<file path="config.mk">
export PLATFORM = sky130hd
export DESIGN_NAME = fetch_ctrl
export DESIGN_NICKNAME = d
export VERILOG_FILES = /design/src/rtl/fetch_ctrl_pkg.sv /design/src/rtl/fetch_fifo.sv /design/src/rtl/fetch_ctrl.sv
export SDC_FILE = /design/constraint.sdc
export NUM_CORES = 1
export LEC_CHECK = 0
export ABC_CLOCK_PERIOD_IN_PS = 5900
export CAP_MARGIN = 20
export CORE_ASPECT_RATIO = 0.8
export CORE_MARGIN = 4
export CORE_UTILIZATION = 45
export DETAILED_ROUTE_END_ITERATION = 8
export PLACE_DENSITY_LB_ADDON = 0.08
export SETUP_SLACK_MARGIN = 0.4
export SLEW_MARGIN = 20
export SYNTH_ARGS = -nofsm -noshare
export SYNTH_HDL_FRONTEND = slang
export SYNTH_SLANG_ARGS = --single-unit
export TNS_END_PERCENT = 20
</file>
<file path="constraint.sdc">
create_clock -name clk -period 5.9 [get_ports clk]
set_clock_uncertainty 0.1 [all_clocks]
set_input_delay 1.18 -clock clk [delete_from_list [all_inputs] [get_ports clk]]
set_output_delay 1.18 -clock clk [all_outputs]
set_load 0.02 [all_outputs]
</file>
<file path="src/rtl/fetch_ctrl_pkg.sv">
// Shared definitions for the instruction fetch controller: machine width,
// instruction size, default reset vector, FIFO entry layout and PC helpers.
package fetch_ctrl_pkg;

    localparam int XLEN        = 32;
    localparam int INSTR_BYTES = 4;
    localparam logic [XLEN-1:0] DEFAULT_RESET_VEC = 32'h0000_0000;

    localparam int FIFO_DEPTH = 2;
    localparam int CNT_W      = 2;

    typedef struct packed {
        logic [XLEN-1:0] pc;
        logic [XLEN-1:0] instr;
    } fetch_entry_t;

    typedef enum logic {
        ST_RUN  = 1'b0,
        ST_HALT = 1'b1
    } fetch_state_t;

    function automatic logic [XLEN-1:0] pc_next(input logic [XLEN-1:0] pc);
        return pc + XLEN'(INSTR_BYTES);
    endfunction

    function automatic logic [XLEN-1:0] pc_align(input logic [XLEN-1:0] pc);
        return {pc[XLEN-1:2], 2'b00};
    endfunction

endpackage

</file>
<file path="src/rtl/fetch_fifo.sv">
// Two-entry in-order buffer of {pc, instr} pairs with push, pop and flush.
// Flush dominates; a push is accepted when not full or when popping the same cycle.
module fetch_fifo
    import fetch_ctrl_pkg::*;
(
    input  logic              clk,
    input  logic              rst,
    input  logic              i_push,
    input  logic              i_pop,
    input  logic              i_flush,
    input  fetch_entry_t      i_data,
    output fetch_entry_t      o_head,
    output logic [CNT_W-1:0]  o_count
);

    fetch_entry_t     r_mem [FIFO_DEPTH];
    logic             r_wr_ptr;
    logic             r_rd_ptr;
    logic [CNT_W-1:0] r_count;

    logic w_do_pop;
    logic w_do_push;

    assign w_do_pop  = i_pop && (r_count != '0) && !i_flush;
    assign w_do_push = i_push && !i_flush &&
                       ((r_count < CNT_W'(FIFO_DEPTH)) || w_do_pop);

    always_ff @(posedge clk or posedge rst) begin
        if (rst) begin
            r_wr_ptr <= 1'b0;
            r_rd_ptr <= 1'b0;
            r_count  <= '0;
        end else if (i_flush) begin
            r_wr_ptr <= 1'b0;
            r_rd_ptr <= 1'b0;
            r_count  <= '0;
        end else begin
            if (w_do_push) r_wr_ptr <= ~r_wr_ptr;
            if (w_do_pop)  r_rd_ptr <= ~r_rd_ptr;
            r_count <= r_count + CNT_W'(w_do_push) - CNT_W'(w_do_pop);
        end
    end

    // Payload storage is not reset; validity is carried entirely by r_count.
    always_ff @(posedge clk) begin
        if (w_do_push) r_mem[r_wr_ptr] <= i_data;
    end

    assign o_head  = r_mem[r_rd_ptr];
    assign o_count = r_count;

endmodule

</file>
<file path="src/rtl/fetch_ctrl.sv">
// Instruction fetch controller: PC register, combinational imem access, 2-entry
// output buffer and redirect handling. Optional macro FETCH_MISALIGN_CHECK_EN.
module fetch_ctrl
    import fetch_ctrl_pkg::*;
#(
    parameter logic [31:0] RESET_PC = DEFAULT_RESET_VEC
) (
    input  logic        clk,
    input  logic        rst,
    input  logic        fetch_en,
    output logic [31:0] imem_addr,
    input  logic [31:0] imem_rdata,
    input  logic        redirect_valid,
    input  logic [31:0] redirect_pc,
    output logic        out_valid,
    input  logic        out_ready,
    output logic [31:0] out_pc,
    output logic [31:0] out_instr
`ifdef FETCH_MISALIGN_CHECK_EN
    ,
    output logic        misalign_err
`endif
);

    logic [XLEN-1:0] r_pc;
    fetch_state_t    r_state;
    fetch_state_t    w_state_nxt;

    logic            w_halted;
    logic            w_misalign;
    logic [XLEN-1:0] w_redirect_target;
    logic [CNT_W-1:0] w_count;
    fetch_entry_t    w_head;
    fetch_entry_t    w_push_data;
    logic            w_pop;
    logic            w_fetch;

`ifdef FETCH_MISALIGN_CHECK_EN
    assign w_misalign        = |redirect_pc[1:0];
    assign w_redirect_target = redirect_pc;
    assign misalign_err      = (r_state == ST_HALT);
`else
    assign w_misalign        = 1'b0;
    assign w_redirect_target = pc_align(redirect_pc);
`endif

    always_ff @(posedge clk or posedge rst) begin
        if (rst) r_state <= ST_RUN;
        else     r_state <= w_state_nxt;
    end

    // A misaligned redirect parks the controller until the next reset.
    always_comb begin
        w_state_nxt = r_state;
        w_halted    = 1'b0;
        case (r_state)
            ST_RUN: begin
                if (redirect_valid && w_misalign) w_state_nxt = ST_HALT;
            end
            ST_HALT: begin
                w_halted = 1'b1;
            end
            default: begin
                w_state_nxt = ST_RUN;
            end
        endcase
    end

    assign imem_addr = r_pc;

    // Redirect masks the head for its cycle, which also suppresses any pop.
    assign out_valid = (w_count != '0) && !redirect_valid;
    assign out_pc    = out_valid ? w_head.pc    : '0;
    assign out_instr = out_valid ? w_head.instr : '0;

    assign w_pop   = out_valid && out_ready;
    assign w_fetch = fetch_en && !redirect_valid && !w_halted &&
                     ((w_count < CNT_W'(FIFO_DEPTH)) || w_pop);

    assign w_push_data.pc    = r_pc;
    assign w_push_data.instr = imem_rdata;

    always_ff @(posedge clk or posedge rst) begin
        if (rst)                 r_pc <= RESET_PC;
        else if (redirect_valid) r_pc <= w_redirect_target;
        else if (w_fetch)        r_pc <= pc_next(r_pc);
    end

    fetch_fifo u_fifo (
        .clk     (clk),
        .rst     (rst),
        .i_push  (w_fetch),
        .i_pop   (w_pop),
        .i_flush (redirect_valid),
        .i_data  (w_push_data),
        .o_head  (w_head),
        .o_count (w_count)
    );

endmodule

</file>
==> results of run 1 <==
[final timing paths]
check	endpoint
max	out_instr[20]
min	u_fifo.r_mem[1][63]$_DFFE_PP_
max reg2reg	u_fifo.o_count[1]$_DFF_PP0_
min reg2reg	u_fifo.r_mem[1][63]$_DFFE_PP_
max in group asynchronous	u_fifo.r_rd_ptr$_DFFE_PP0P_
min in group asynchronous	imem_addr[15]$_DFFE_PP0P_
[layout by cell type (no fill, tap or decap), drive strengths merged, types with 6 or more instances in the layout]
cell             n
o311ai          14
nand4           10
a31oi            9
nand2           36
nor3             7
clkbuf          19
inv             14
or4             14
xnor2            7
o21ai           12
nor2            79
clkinv           7
edfxtp         124
mux2i           64
nand3           14
dfrtp           34
clkdlybuf4s50  159
buf              6
[state kept, by name, indices dropped and copies added, names as in the netlist]
signal,flops
imem_addr,30
u_fifo.r_wr_ptr,1
u_fifo.r_rd_ptr,1
u_fifo.r_mem,124
u_fifo.o_count,2
[routing by layer]
| layer | vias to the layer above | wire (um) |
|---|---|---|
| met1 | 2260 | 7394 |
| li1 | 2205 | - |
| met2 | 151 | 7588 |
| met4 | 0 | 116 |
| met5 | - | 0 |
| met3 | 12 | 797 |
[stage by stage]
stage                     hold WS, ps  utilization (%)  power [mW]
after floorplan                 432.1                -       1.676
after global placement          395.7            58.73       1.930
final                           427.9            62.73       2.956
after global routing            458.3            62.73       3.071
after detailed placement        408.8            58.73       1.942
after CTS                       418.3            62.54       2.984
[final cells by class]
| type | count | area (um2) | share of cell area (%) |
|---|---|---|---|
| clock buffers | 19 | 432.9 | 4.746 |
| clock inverters | 12 | 120.1 | 1.317 |
| inverters | 12 | 45.04 | 0.4938 |
| multi-input cells | 312 | 2058 | 22.57 |
| flip-flops and latches | 158 | 4578 | 50.19 |
| well taps | 184 | 230.2 | 2.524 |
| repair buffers | 165 | 1657 | 18.16 |
[cell usage after synthesis, types with 2 or more instances]
master	count
sky130_fd_sc_hd__edfxtp_1	124
sky130_fd_sc_hd__nor2_1	79
sky130_fd_sc_hd__mux2i_1	64
sky130_fd_sc_hd__nand2_1	36
sky130_fd_sc_hd__dfrtp_1	34
sky130_fd_sc_hd__clkbuf_1	21
sky130_fd_sc_hd__or4_1	12
sky130_fd_sc_hd__inv_1	11
sky130_fd_sc_hd__nand3_1	11
sky130_fd_sc_hd__o21ai_0	11
sky130_fd_sc_hd__o311ai_0	11
sky130_fd_sc_hd__a31oi_1	9
sky130_fd_sc_hd__nand4_1	9
sky130_fd_sc_hd__xnor2_1	7
sky130_fd_sc_hd__nor3_1	6
sky130_fd_sc_hd__o31ai_1	5
sky130_fd_sc_hd__or2_2	5
sky130_fd_sc_hd__buf_4	4
sky130_fd_sc_hd__or3_1	4
sky130_fd_sc_hd__xor2_1	4
sky130_fd_sc_hd__buf_1	3
sky130_fd_sc_hd__buf_2	3
sky130_fd_sc_hd__ha_1	3
sky130_fd_sc_hd__nand3_2	3
sky130_fd_sc_hd__o311ai_1	3
sky130_fd_sc_hd__o41ai_1	3
sky130_fd_sc_hd__and2_1	2
sky130_fd_sc_hd__nor2b_1	2
sky130_fd_sc_hd__nor4_1	2
sky130_fd_sc_hd__or4_4	2
[cells by family (layout without fill, tap and decap cells)]
kind of cell	after synthesis	after routing	synth area share, %
fa+ha+maj	3	3	0.5531
mux	64	64	9.438
simple gates	184	184	13.47
xor+xnor	11	11	1.419
other cells	1	4	0.05525
buf+inv	44	208	2.820
flops	158	158	67.39
compound gates	46	46	4.848
[power by group through the flow]
stage,Combinational [mW],Sequential [mW],Clock [mW]
floorplan,0.300,1.38,0
global placement,0.522,1.41,0
detailed placement,0.529,1.41,0
CTS,0.531,1.39,1.06
global route,0.593,1.38,1.10
finish,0.552,1.36,1.04
[worst max-delay path, delay by kind of cell]
kind,cells,cell delay [ps]
AO/OA/AOI/OAI,1,360
AND/OR/NAND/NOR,1,120
buffers and inverters,5,1820
==> results_tabular.tex, run 1 <==
\begin{tabular}{lr}
\hline
Metric & Value \\
\hline
\multicolumn{2}{l}{\textbf{Synth}} \\
\quad Ys flop type & sky130\_fd\_sc\_hd\_\_edfxtp\_1 \\
\quad Mean instance size in the synthesized netlist & 13.28 um2 \\
\quad Yosys synthesis warning count & 0 \\
\quad Number of cells produced by synthesis & 511 \\
\quad Count of unique library cells instantiated by Yosys & 48 \\
\quad Sequential element share of the synthesized area & 67.39\% \\
\quad Ys async rst share & 21.52\% \\
\quad EDFF count, synth & 124 \\
\quad Cell type contributing the most total cell area after synthesis & sky130\_fd\_sc\_hd\_\_edfxtp\_1 \\
\quad Synth Cell Area & 6788 um2 \\
\quad Post-synthesis register bit count & 158 \\
\quad Area contributors post-synth & sky130\_fd\_sc\_hd\_\_edfxtp\_1 55\%, sky130\_fd\_sc\_hd\_\_dfrtp\_1 13\%, sky130\_fd\_sc\_hd\_\_mux2i\_1 9.4\%, sky130\_fd\_sc\_hd\_\_nor2\_1 4.4\%, sky130\_fd\_sc\_hd\_\_nand2\_1 2.0\% \\
\quad Portion of synthesized cell area occupied by the leading cell type & 54.86\% \\
\multicolumn{2}{l}{\textbf{Clock network}} \\
\quad Clock H-tree levels & 4 \\
\quad Clock slew seen by the registers of the worst setup and hold paths & 60 ps \\
\quad Clock tree from TritonCTS & done \\
\quad Hold buffer count at CTS & 0 \\
\quad Clock latency at the later pin of the worst-skew pair & 410 ps \\
\quad Post-CTS Repair Setup Buffers & 0 \\
\quad Total number of clock tree sinks & 158 \\
\quad Clk buf depth & 2 \\
\quad Number of buffers created by CTS & 17 \\
\quad Cell at the root of the clock tree & sky130\_fd\_sc\_hd\_\_clkbuf\_16 \\
\quad Number of instances resized during post-cts repair & 0 \\
\multicolumn{2}{l}{\textbf{Worst setup path}} \\
\quad Worst path max stage delay & 560 ps \\
\quad FF-to-FF setup slack & 3310 ps \\
\quad Arrival time at the worst endpoint & 3500 ps \\
\quad Required time reported for the critical path endpoint & 4620 ps \\
\quad Cell-by-cell listing of the critical path & clkdlybuf4s50\_1, inv\_1, buf\_4, o21ai\_4, buf\_4, nor2\_1, clkdlybuf4s50\_1 \\
\quad Startpoint types & input pin \\
\quad Type of the worst setup path & in2out \\
\quad CP max stage cell & sky130\_fd\_sc\_hd\_\_clkdlybuf4s50\_1 \\
\quad Critical path capture point type & output pin \\
\quad Number of cells on the worst reg-to-reg path & 9 \\
\quad Startpoint of the worst register-to-register path & u\_fifo.o\_count[1]\$\_DFF\_PP0\_ \\
\quad Worst Setup SP & redirect\_valid \\
\quad Worst-path maximum fanout & 38 \\
\multicolumn{2}{l}{\textbf{Global route}} \\
\quad Remaining global-route overflow & 0 \\
\quad Maximum number of pins on one net before global-route repair & 65 \\
\quad Overall fraction of global-route tracks in use & 18.70\% \\
\quad M3 GR Usage & 4.196\% \\
\quad Global-route wire length before repair & 25,340 um \\
\quad Number of global-route vias before repair & 4,782 \\
\quad Gr busiest metal & met2 \\
\quad GR met1 Demand/Resource & 25.04\% \\
\quad Antenna violations before repair & 0 \\
\quad Met2 demand-to-capacity share in global routing & 30.17\% \\
\multicolumn{2}{l}{\textbf{Timing}} \\
\quad Transition at the pin with the smallest max-transition slack & 924.5 ps \\
\quad Total of endpoints with negative setup slack in the final report & 0 \\
\quad Final period utilization & 81.03\% \\
\quad RSZ-0062 raised after global routing & false \\
\quad Achievable clock frequency & 209.2 MHz \\
\quad Final max-slew violation count & 0 \\
\quad Worst rel slew slack & 38.37\% \\
\quad Crit path time final & 4781 ps \\
\quad Endpoints failing hold & 0 \\
\quad Worst-case setup margin in the final layout & 1119 ps \\
\quad Final total negative setup slack & 0 ps \\
\multicolumn{2}{l}{\textbf{Run}} \\
\quad Maxcap violations & 0 \\
\multicolumn{2}{l}{\textbf{Placement}} \\
\quad Placed instance count & 830 \\
\quad Hpwl dp & 10,090 um \\
\quad Buffers added on ports & 159 \\
\quad Routability-driven placement congestion ratio & 0.8181 \\
\quad Worst Setup Slack post-DPL & 1074 ps \\
\quad Instance area at placement & 8541 um2 \\
\multicolumn{2}{l}{\textbf{Detailed routing}} \\
\quad Remaining antenna violation count after routing & 0 \\
\quad Initial drt markers & 279 \\
\quad Vias per cell & 5.369 \\
\quad Final Routed Wirelength & 15,900 um \\
\quad Routed length per instance & 18.44 um \\
\quad Post-route DRC & 0 \\
\quad Via count & 4,628 \\
\quad Drt pass-1 iters & 5 \\
\multicolumn{2}{l}{\textbf{Pwr}} \\
\quad Cell-internal power & 2.166 mW \\
\quad Seq pwr share & 46.1\% \\
\quad Maximum resistive drop on vdd & 0.1853 mV \\
\quad Clock Power Share & 35.2\% \\
\quad Sw power & 0.7897 mW \\
\quad Power density of the placed cells & 324.1 nW/um2 \\
\quad Fraction of power consumed by combinational cells & 18.7\% \\
\quad Net switching share of the total power & 26.71\% \\
\quad Static leakage & 3.099 nW \\
\multicolumn{2}{l}{\textbf{Die}} \\
\quad Boundary Pins & 166 \\
\quad Effective utilization at floorplan & 46.68\% \\
\quad Area of the placeable core & 14,540 um2 \\
\quad Width of the chip & 145.3 um \\
\quad Die footprint & 17,130 um2 \\
\quad Number of rows created at floorplan & 39 \\
\quad Height of the chip & 117.9 um \\
\multicolumn{2}{l}{\textbf{Cells and area}} \\
\quad Number of diodes & 0 \\
\quad Area Overhead vs Synth & 34.38\% \\
\quad Final non-filler cell area & 9121 um2 \\
\quad Number of fill cells & 1,144 \\
\quad Number of nets in the final layout & 738 \\
\quad Share of layout cells above drive strength 1 & 7.817\% \\
\quad Final non-filler cell total & 862 \\
\multicolumn{2}{l}{\textbf{Worst hold path}} \\
\quad Tightest Hold Check Type & reg2reg \\
\quad Min-Delay Startpoint & imem\_addr[31]\$\_DFFE\_PP0P\_ \\
\quad Worst hold path cell count & 0 \\
\multicolumn{2}{l}{\textbf{Outcome}} \\
\quad Run status & completed \\
\hline
\end{tabular}
Power figures use the tool's default switching activity.
==> inputs of run 2 (changes only) <==
--- a/config.mk
+++ b/config.mk
@@ -5,11 +5,11 @@
 export SDC_FILE = /design/constraint.sdc
 export NUM_CORES = 1
 export LEC_CHECK = 0
-export ABC_CLOCK_PERIOD_IN_PS = 5900
+export ABC_CLOCK_PERIOD_IN_PS = 4600
 export CAP_MARGIN = 20
 export CORE_ASPECT_RATIO = 0.8
 export CORE_MARGIN = 4
-export CORE_UTILIZATION = 45
+export CORE_UTILIZATION = 50
 export DETAILED_ROUTE_END_ITERATION = 8
 export PLACE_DENSITY_LB_ADDON = 0.08
 export SETUP_SLACK_MARGIN = 0.4
==> constraint.sdc (replaced) <==
create_clock -name clk -period 4.6 [get_ports clk]
set_clock_uncertainty 0.1 [all_clocks]
set_input_delay 0.92 -clock clk [delete_from_list [all_inputs] [get_ports clk]]
set_output_delay 0.92 -clock clk [all_outputs]
set_load 0.02 [all_outputs]
==> run 2 against run 1 <==
- utilization grew 7.7 points
- sequential share of layout area is 0.43 points lower
- routed wire length shrank 4.4%
- critical path type unchanged
- combinational power increased by 25%
- cell area increased by 0.86%
- worst hold slack improved by 54 ps
- non-clock buffer count is 1 higher
- via count increased by 0.99%
==> results_tabular.tex, run 2 (synthesis gave the netlist of run 1 again) <==
\begin{tabular}{lr}
\hline
Metric & Value \\
\hline
\multicolumn{2}{l}{\textbf{Outcome}} \\
\quad Run status & completed \\
\multicolumn{2}{l}{\textbf{Timing}} \\
\quad Final max-slew violation count & 0 \\
\quad Transition at the pin with the smallest max-transition slack & 951.1 ps \\
\quad Final period utilization & 82.97\% \\
\quad Endpoints failing hold & 0 \\
\quad Crit path time final & 3817 ps \\
\quad Final total negative setup slack & 0 ps \\
\quad RSZ-0062 raised after global routing & false \\
\quad Total of endpoints with negative setup slack in the final report & 0 \\
\quad Worst rel slew slack & 36.59\% \\
\quad Achievable clock frequency & 262.0 MHz \\
\multicolumn{2}{l}{\textbf{Clock network}} \\
\quad Number of instances resized during post-cts repair & 0 \\
\quad Clock latency at the later pin of the worst-skew pair & 410 ps \\
\quad Clock slew seen by the registers of the worst setup and hold paths & 60 ps \\
\quad Hold buffer count at CTS & 0 \\
\quad Total number of clock tree sinks & 158 \\
\quad Number of buffers created by CTS & 17 \\
\quad Clock tree from TritonCTS & done \\
\quad Post-CTS Repair Setup Buffers & 0 \\
\quad Clk buf depth & 2 \\
\quad Clock H-tree levels & 4 \\
\quad Cell at the root of the clock tree & sky130\_fd\_sc\_hd\_\_clkbuf\_16 \\
\multicolumn{2}{l}{\textbf{Cells and area}} \\
\quad Number of diodes & 0 \\
\quad Most common cell after layout, fill and taps aside & sky130\_fd\_sc\_hd\_\_clkdlybuf4s50\_1 \\
\quad Utilization after layout & 70.47\% \\
\quad Share of layout cells above drive strength 1 & 8.529\% \\
\quad Largest register by flop count & u\_fifo.r\_mem \\
\quad Area Overhead vs Synth & 35.54\% \\
\quad Area used by multi-input combinational logic & 2058 um2 \\
\quad Number of fill cells & 923 \\
\quad Number of flip-flops in the largest register & 124 \\
\quad Footprint of the flip-flops and latches & 4578 um2 \\
\quad Highest-count cells in the layout ignoring fill and taps & 159 x sky130\_fd\_sc\_hd\_\_clkdlybuf4s50\_1, 124 x sky130\_fd\_sc\_hd\_\_edfxtp\_1, 79 x sky130\_fd\_sc\_hd\_\_nor2\_1 \\
\quad Number of nets in the final layout & 739 \\
\multicolumn{2}{l}{\textbf{Die}} \\
\quad Area of the placeable core & 13,060 um2 \\
\quad Width of the chip & 138.3 um \\
\quad Die footprint & 15,520 um2 \\
\quad Boundary Pins & 166 \\
\quad Height of the chip & 112.2 um \\
\quad Effective utilization at floorplan & 51.99\% \\
\quad Number of rows created at floorplan & 37 \\
\multicolumn{2}{l}{\textbf{Placement}} \\
\quad Hpwl dp & 9905 um \\
\quad Routability-driven placement congestion ratio & 0.8354 \\
\quad Buffers added on ports & 159 \\
\multicolumn{2}{l}{\textbf{Global route}} \\
\quad Remaining global-route overflow & 0 \\
\quad Antenna violations before repair & 0 \\
\quad Maximum number of pins on one net before global-route repair & 63 \\
\quad Global-route wire length before repair & 24,270 um \\
\quad Overall fraction of global-route tracks in use & 19.86\% \\
\quad Number of global-route vias before repair & 4,713 \\
\multicolumn{2}{l}{\textbf{Pwr}} \\
\quad Power density of the placed cells & 428.6 nW/um2 \\
\quad Maximum resistive drop on vdd & 0.2675 mV \\
\quad Static leakage & 3.144 nW \\
\multicolumn{2}{l}{\textbf{Worst setup path}} \\
\quad Critical path capture point type & output pin \\
\quad Worst path max stage delay & 620 ps \\
\quad Top cell by count, worst path & sky130\_fd\_sc\_hd\_\_clkdlybuf4s50\_1 \\
\quad Worst-path maximum fanout & 37 \\
\quad Type of the worst setup path & in2out \\
\quad Cell-by-cell listing of the critical path & clkdlybuf4s50\_1, inv\_1, o21ai\_4, buf\_12, nor2\_1, clkdlybuf4s50\_1 \\
\quad CP max stage cell & sky130\_fd\_sc\_hd\_\_clkdlybuf4s50\_1 \\
\quad Arrival time at the worst endpoint & 2800 ps \\
\quad Required time reported for the critical path endpoint & 3580 ps \\
\quad Startpoint types & input pin \\
\multicolumn{2}{l}{\textbf{Detailed routing}} \\
\quad Final Routed Wirelength & 15,200 um \\
\quad Remaining antenna violation count after routing & 0 \\
\quad Routed length per instance & 17.78 um \\
\quad Via count & 4,674 \\
\quad Initial drt markers & 329 \\
\quad Drt pass-1 iters & 5 \\
\quad Vias per cell & 5.467 \\
\quad Post-route DRC & 0 \\
\multicolumn{2}{l}{\textbf{Worst hold path}} \\
\quad Tightest Hold Check Type & reg2reg \\
\multicolumn{2}{l}{\textbf{Run}} \\
\quad Maxcap violations & 0 \\
\hline
\end{tabular}
-- run 2: cell count changes in the layout (fill, tap and decap cells not counted) --
| cell | change |
|---|---|
| sky130_fd_sc_hd__clkinv_1 | -3 |
| sky130_fd_sc_hd__buf_12 | +2 |
| sky130_fd_sc_hd__bufinv_16 | +2 |
| sky130_fd_sc_hd__buf_16 | -1 |
| sky130_fd_sc_hd__clkbuf_8 | +1 |
| sky130_fd_sc_hd__clkinv_2 | -1 |
| sky130_fd_sc_hd__inv_6 | +1 |
| sky130_fd_sc_hd__inv_8 | +1 |
-- run 2: stage by stage --
step | area [um2] | setup slack [ps] | cells | power (mW) | hold slack [ps]
final | 9200 | 783.4 | 855 | 3.944 | 481.7
after global routing | 9200 | 648.3 | 855 | 4.111 | 497.5
after detailed placement | 8569 | 780.4 | 823 | 2.492 | 444.4
after floorplan | 6810 | 1166 | 514 | 2.150 | 432.1
after global placement | 8569 | 795.1 | 823 | 2.477 | 449.3
after CTS | 9200 | 770.2 | 855 | 3.974 | 476.0
-- run 2: metal layers --
| metal | wire (um) | vias up | GRT usage (%) |
|---|---|---|---|
| met5 | 0 | - | 0 |
| met4 | 201 | 0 | 5.464 |
| met3 | 989 | 18 | 5.579 |
| met2 | 7220 | 194 | 32.51 |
| met1 | 6789 | 2254 | 26.36 |
| li1 | - | 2208 | - |
-- run 2: cell type report --
class,count,area share [%]
Clock inverter,12,1.999
Clock buffer,20,4.855
Sequential cell,158,49.76
Tap cell,175,2.380
Timing Repair Buffer,166,18.14
Multi-Input combinational cell,312,22.37
Inverter,12,0.4896
-- run 2: final timing paths --
path	start	end	slack [ps]	depth (start not counted)
hold reg to reg	imem_addr[20]$_DFFE_PP0P_	u_fifo.r_mem[0][52]$_DFFE_PP_	480	0
setup / recovery	redirect_valid	out_instr[13]	780	6
min in group asynchronous	rst	u_fifo.r_wr_ptr$_DFFE_PP0P_	810	3
hold / removal	imem_addr[20]$_DFFE_PP0P_	u_fifo.r_mem[0][52]$_DFFE_PP_	480	0
setup reg to reg	u_fifo.o_count[1]$_DFF_PP0_	u_fifo.o_count[1]$_DFF_PP0_	2000	9
max in group asynchronous	rst	u_fifo.r_rd_ptr$_DFFE_PP0P_	3210	3
-- run 2: worst max-delay path: cells and delay by family --
kind / cells / cell delay, ps
buffers and inverters: 4 / 1450
AO/OA/AOI/OAI: 1 / 240
AND/OR/NAND/NOR: 1 / 160
-- run 2: where the power goes --
part	switching [mW]	internal, mW	leakage [nW]
sequential	0.119	1.65	1.55
clock	0.555	0.931	0.307
combinational	0.349	0.339	1.29
==> inputs of run 3 (changes only) <==
--- a/config.mk
+++ b/config.mk
@@ -5,7 +5,7 @@
 export SDC_FILE = /design/constraint.sdc
 export NUM_CORES = 1
 export LEC_CHECK = 0
-export ABC_CLOCK_PERIOD_IN_PS = 4600
+export ABC_CLOCK_PERIOD_IN_PS = 3600
 export CAP_MARGIN = 20
 export CORE_ASPECT_RATIO = 0.8
 export CORE_MARGIN = 4
==> constraint.sdc (replaced) <==
create_clock -name clk -period 3.6 [get_ports clk]
set_clock_uncertainty 0.1 [all_clocks]
set_input_delay 0.72 -clock clk [delete_from_list [all_inputs] [get_ports clk]]
set_output_delay 0.72 -clock clk [all_outputs]
set_load 0.02 [all_outputs]
==> run 3 against run 2 <==
- via count grew 1.3%
- sequential share of layout area down 0.36 points
- worst setup slack lost 390 ps
==> results_tabular.tex, run 3 (synthesis gave the netlist of run 1 again) <==
\begin{tabular}{lr}
\hline
Metric & Value \\
\hline
\multicolumn{2}{l}{\textbf{Pwr}} \\
\quad Power density of the placed cells & 534.9 nW/um2 \\
\quad Maximum resistive drop on vdd & 0.4694 mV \\
\quad Static leakage & 3.171 nW \\
\multicolumn{2}{l}{\textbf{Cells and area}} \\
\quad Final non-filler cell total & 863 \\
\quad Highest-count cells in the layout ignoring fill and taps & 159 x sky130\_fd\_sc\_hd\_\_clkdlybuf4s50\_1, 124 x sky130\_fd\_sc\_hd\_\_edfxtp\_1, 79 x sky130\_fd\_sc\_hd\_\_nor2\_1 \\
\quad Number of nets in the final layout & 747 \\
\quad Area Overhead vs Synth & 36.52\% \\
\quad Number of fill cells & 928 \\
\quad Most common cell after layout, fill and taps aside & sky130\_fd\_sc\_hd\_\_clkdlybuf4s50\_1 \\
\quad Share of layout cells above drive strength 1 & 9.738\% \\
\quad Largest register by flop count & u\_fifo.r\_mem \\
\quad Number of flip-flops in the largest register & 124 \\
\quad Number of diodes & 0 \\
\multicolumn{2}{l}{\textbf{Timing}} \\
\quad Total of endpoints with negative setup slack in the final report & 0 \\
\quad Hold WS & 481.1 ps \\
\quad Transition at the pin with the smallest max-transition slack & 900.3 ps \\
\quad Achievable clock frequency & 312.3 MHz \\
\quad Worst rel slew slack & 39.61\% \\
\quad Final total negative setup slack & 0 ps \\
\quad Final period utilization & 88.94\% \\
\quad Final max-slew violation count & 0 \\
\quad Endpoints failing hold & 0 \\
\quad Crit path time final & 3202 ps \\
\quad RSZ-0062 raised after global routing & true \\
\multicolumn{2}{l}{\textbf{Die}} \\
\quad Height of the chip & 112.2 um \\
\quad Width of the chip & 138.3 um \\
\quad Area of the placeable core & 13,060 um2 \\
\quad Effective utilization at floorplan & 51.99\% \\
\quad Boundary Pins & 166 \\
\quad Number of rows created at floorplan & 37 \\
\quad Die footprint & 15,520 um2 \\
\multicolumn{2}{l}{\textbf{Worst setup path}} \\
\quad CP max stage cell & sky130\_fd\_sc\_hd\_\_clkdlybuf4s50\_1 \\
\quad Arrival time at the worst endpoint & 2380 ps \\
\quad Required time reported for the critical path endpoint & 2780 ps \\
\quad Delay-heaviest family, CP & buffers and inverters \\
\quad Startpoint types & input pin \\
\quad WP buf/inv & 4 \\
\quad Worst path max stage delay & 550 ps \\
\quad Top cell by count, worst path & sky130\_fd\_sc\_hd\_\_clkdlybuf4s50\_1 \\
\quad Type of the worst setup path & in2out \\
\quad Critical path capture point type & output pin \\
\quad Cell-by-cell listing of the critical path & clkdlybuf4s50\_1, inv\_1, o21ai\_4, buf\_6, nor2\_1, clkdlybuf4s50\_1 \\
\quad Worst-path maximum fanout & 47 \\
\quad Startpoint of the worst register-to-register path & imem\_addr[11]\$\_DFFE\_PP0P\_ \\
\quad Worst Setup SP & redirect\_valid \\
\multicolumn{2}{l}{\textbf{Clock network}} \\
\quad Clock tree from TritonCTS & done \\
\quad Clk buf depth & 2 \\
\quad Number of buffers created by CTS & 17 \\
\quad Total number of clock tree sinks & 158 \\
\quad Clock latency at the later pin of the worst-skew pair & 420 ps \\
\quad Clock slew seen by the registers of the worst setup and hold paths & 60 ps \\
\quad Cell at the root of the clock tree & sky130\_fd\_sc\_hd\_\_clkbuf\_16 \\
\quad Clock H-tree levels & 4 \\
\quad Hold buffer count at CTS & 0 \\
\multicolumn{2}{l}{\textbf{Detailed routing}} \\
\quad Routed length per instance & 18.06 um \\
\quad Post-route DRC & 0 \\
\quad Initial drt markers & 258 \\
\quad Final Routed Wirelength & 15,580 um \\
\quad Via count & 4,735 \\
\quad Drt pass-1 iters & 5 \\
\quad Vias per cell & 5.487 \\
\quad Remaining antenna violation count after routing & 0 \\
\multicolumn{2}{l}{\textbf{Global route}} \\
\quad Number of global-route vias before repair & 4,780 \\
\quad Global-route wire length before repair & 24,920 um \\
\quad Remaining global-route overflow & 0 \\
\quad Antenna violations before repair & 0 \\
\quad Overall fraction of global-route tracks in use & 20.65\% \\
\quad Maximum number of pins on one net before global-route repair & 50 \\
\multicolumn{2}{l}{\textbf{Placement}} \\
\quad Hpwl dp & 10,440 um \\
\quad Routability-driven placement congestion ratio & 0.8429 \\
\quad Buffers added on ports & 159 \\
\quad Placed instance count & 830 \\
\multicolumn{2}{l}{\textbf{Run}} \\
\quad Maxcap violations & 0 \\
\multicolumn{2}{l}{\textbf{Worst hold path}} \\
\quad Tightest Hold Check Type & reg2reg \\
\quad Min-Delay Startpoint & imem\_addr[14]\$\_DFFE\_PP0P\_ \\
\multicolumn{2}{l}{\textbf{Outcome}} \\
\quad Run status & completed \\
\hline
\end{tabular}
run 3: final cells by class:
cell class | count | area [um2] | share of cell area (%)
clock inverter | 11 | 130.1 | 1.404
multi-input combinational | 312 | 2058 | 22.21
inverter | 12 | 45.04 | 0.4861
sequential | 158 | 4578 | 49.41
tap | 175 | 219.0 | 2.363
timing repair buffer | 174 | 1765 | 19.05
clock buffer | 21 | 470.5 | 5.077
run 3: path summary, 6_finish.rpt:
kind	slack (ps)	endpoint	cells past startpoint
setup / recovery	400	out_pc[26]	6
hold / removal	480	u_fifo.r_mem[1][46]$_DFFE_PP_	0
setup reg to reg	1280	imem_addr[30]$_DFFE_PP0P_	4
hold reg to reg	480	u_fifo.r_mem[1][46]$_DFFE_PP_	0
max in group asynchronous	2210	imem_addr[9]$_DFFE_PP0P_	3
min in group asynchronous	590	imem_addr[17]$_DFFE_PP0P_	2
run 3: stage by stage:
step	total power [mW]	setup slack (ps)	cell area (um2)	util, %
after floorplan	2.747	366.1	6810	-
after global placement	3.169	286.4	8635	66.14
after detailed placement	3.191	278.9	8635	66.14
after CTS	5.003	402.2	9266	70.98
after global routing	5.157	315.8	9266	70.98
final	4.957	398.1	9266	70.98
run 3: worst reg2reg max path: cells and delay by family, from the launching register on:
family / cells / cell delay (ps)
AO/OA/AOI/OAI: 1 / 200
flip-flops: 1 / 510
AND/OR/NAND/NOR: 3 / 1430
run 3: repair_timing:
item,4_1_cts,5_1_grt
resized for setup,1,0
setup buffers,1,0
endpoints found under the hold margin,0,0
setup endpoints to repair,47,48
run 3: where the power goes:
group          total, mW  switching [mW]  leakage, nW  internal, mW
Sequential          2.23           0.116         1.55          2.11
Clock               1.79           0.708        0.288          1.08
Combinational      0.938           0.489         1.34         0.449
Total               4.96            1.31         3.17          3.64
run 3: metal layers:
| layer | GRT usage [%] | wire length, um |
|---|---|---|
| met5 | 0 | 0 |
| met4 | 8.163 | 266 |
| met3 | 5.153 | 936 |
| met2 | 34.40 | 7580 |
| met1 | 26.24 | 6799 |
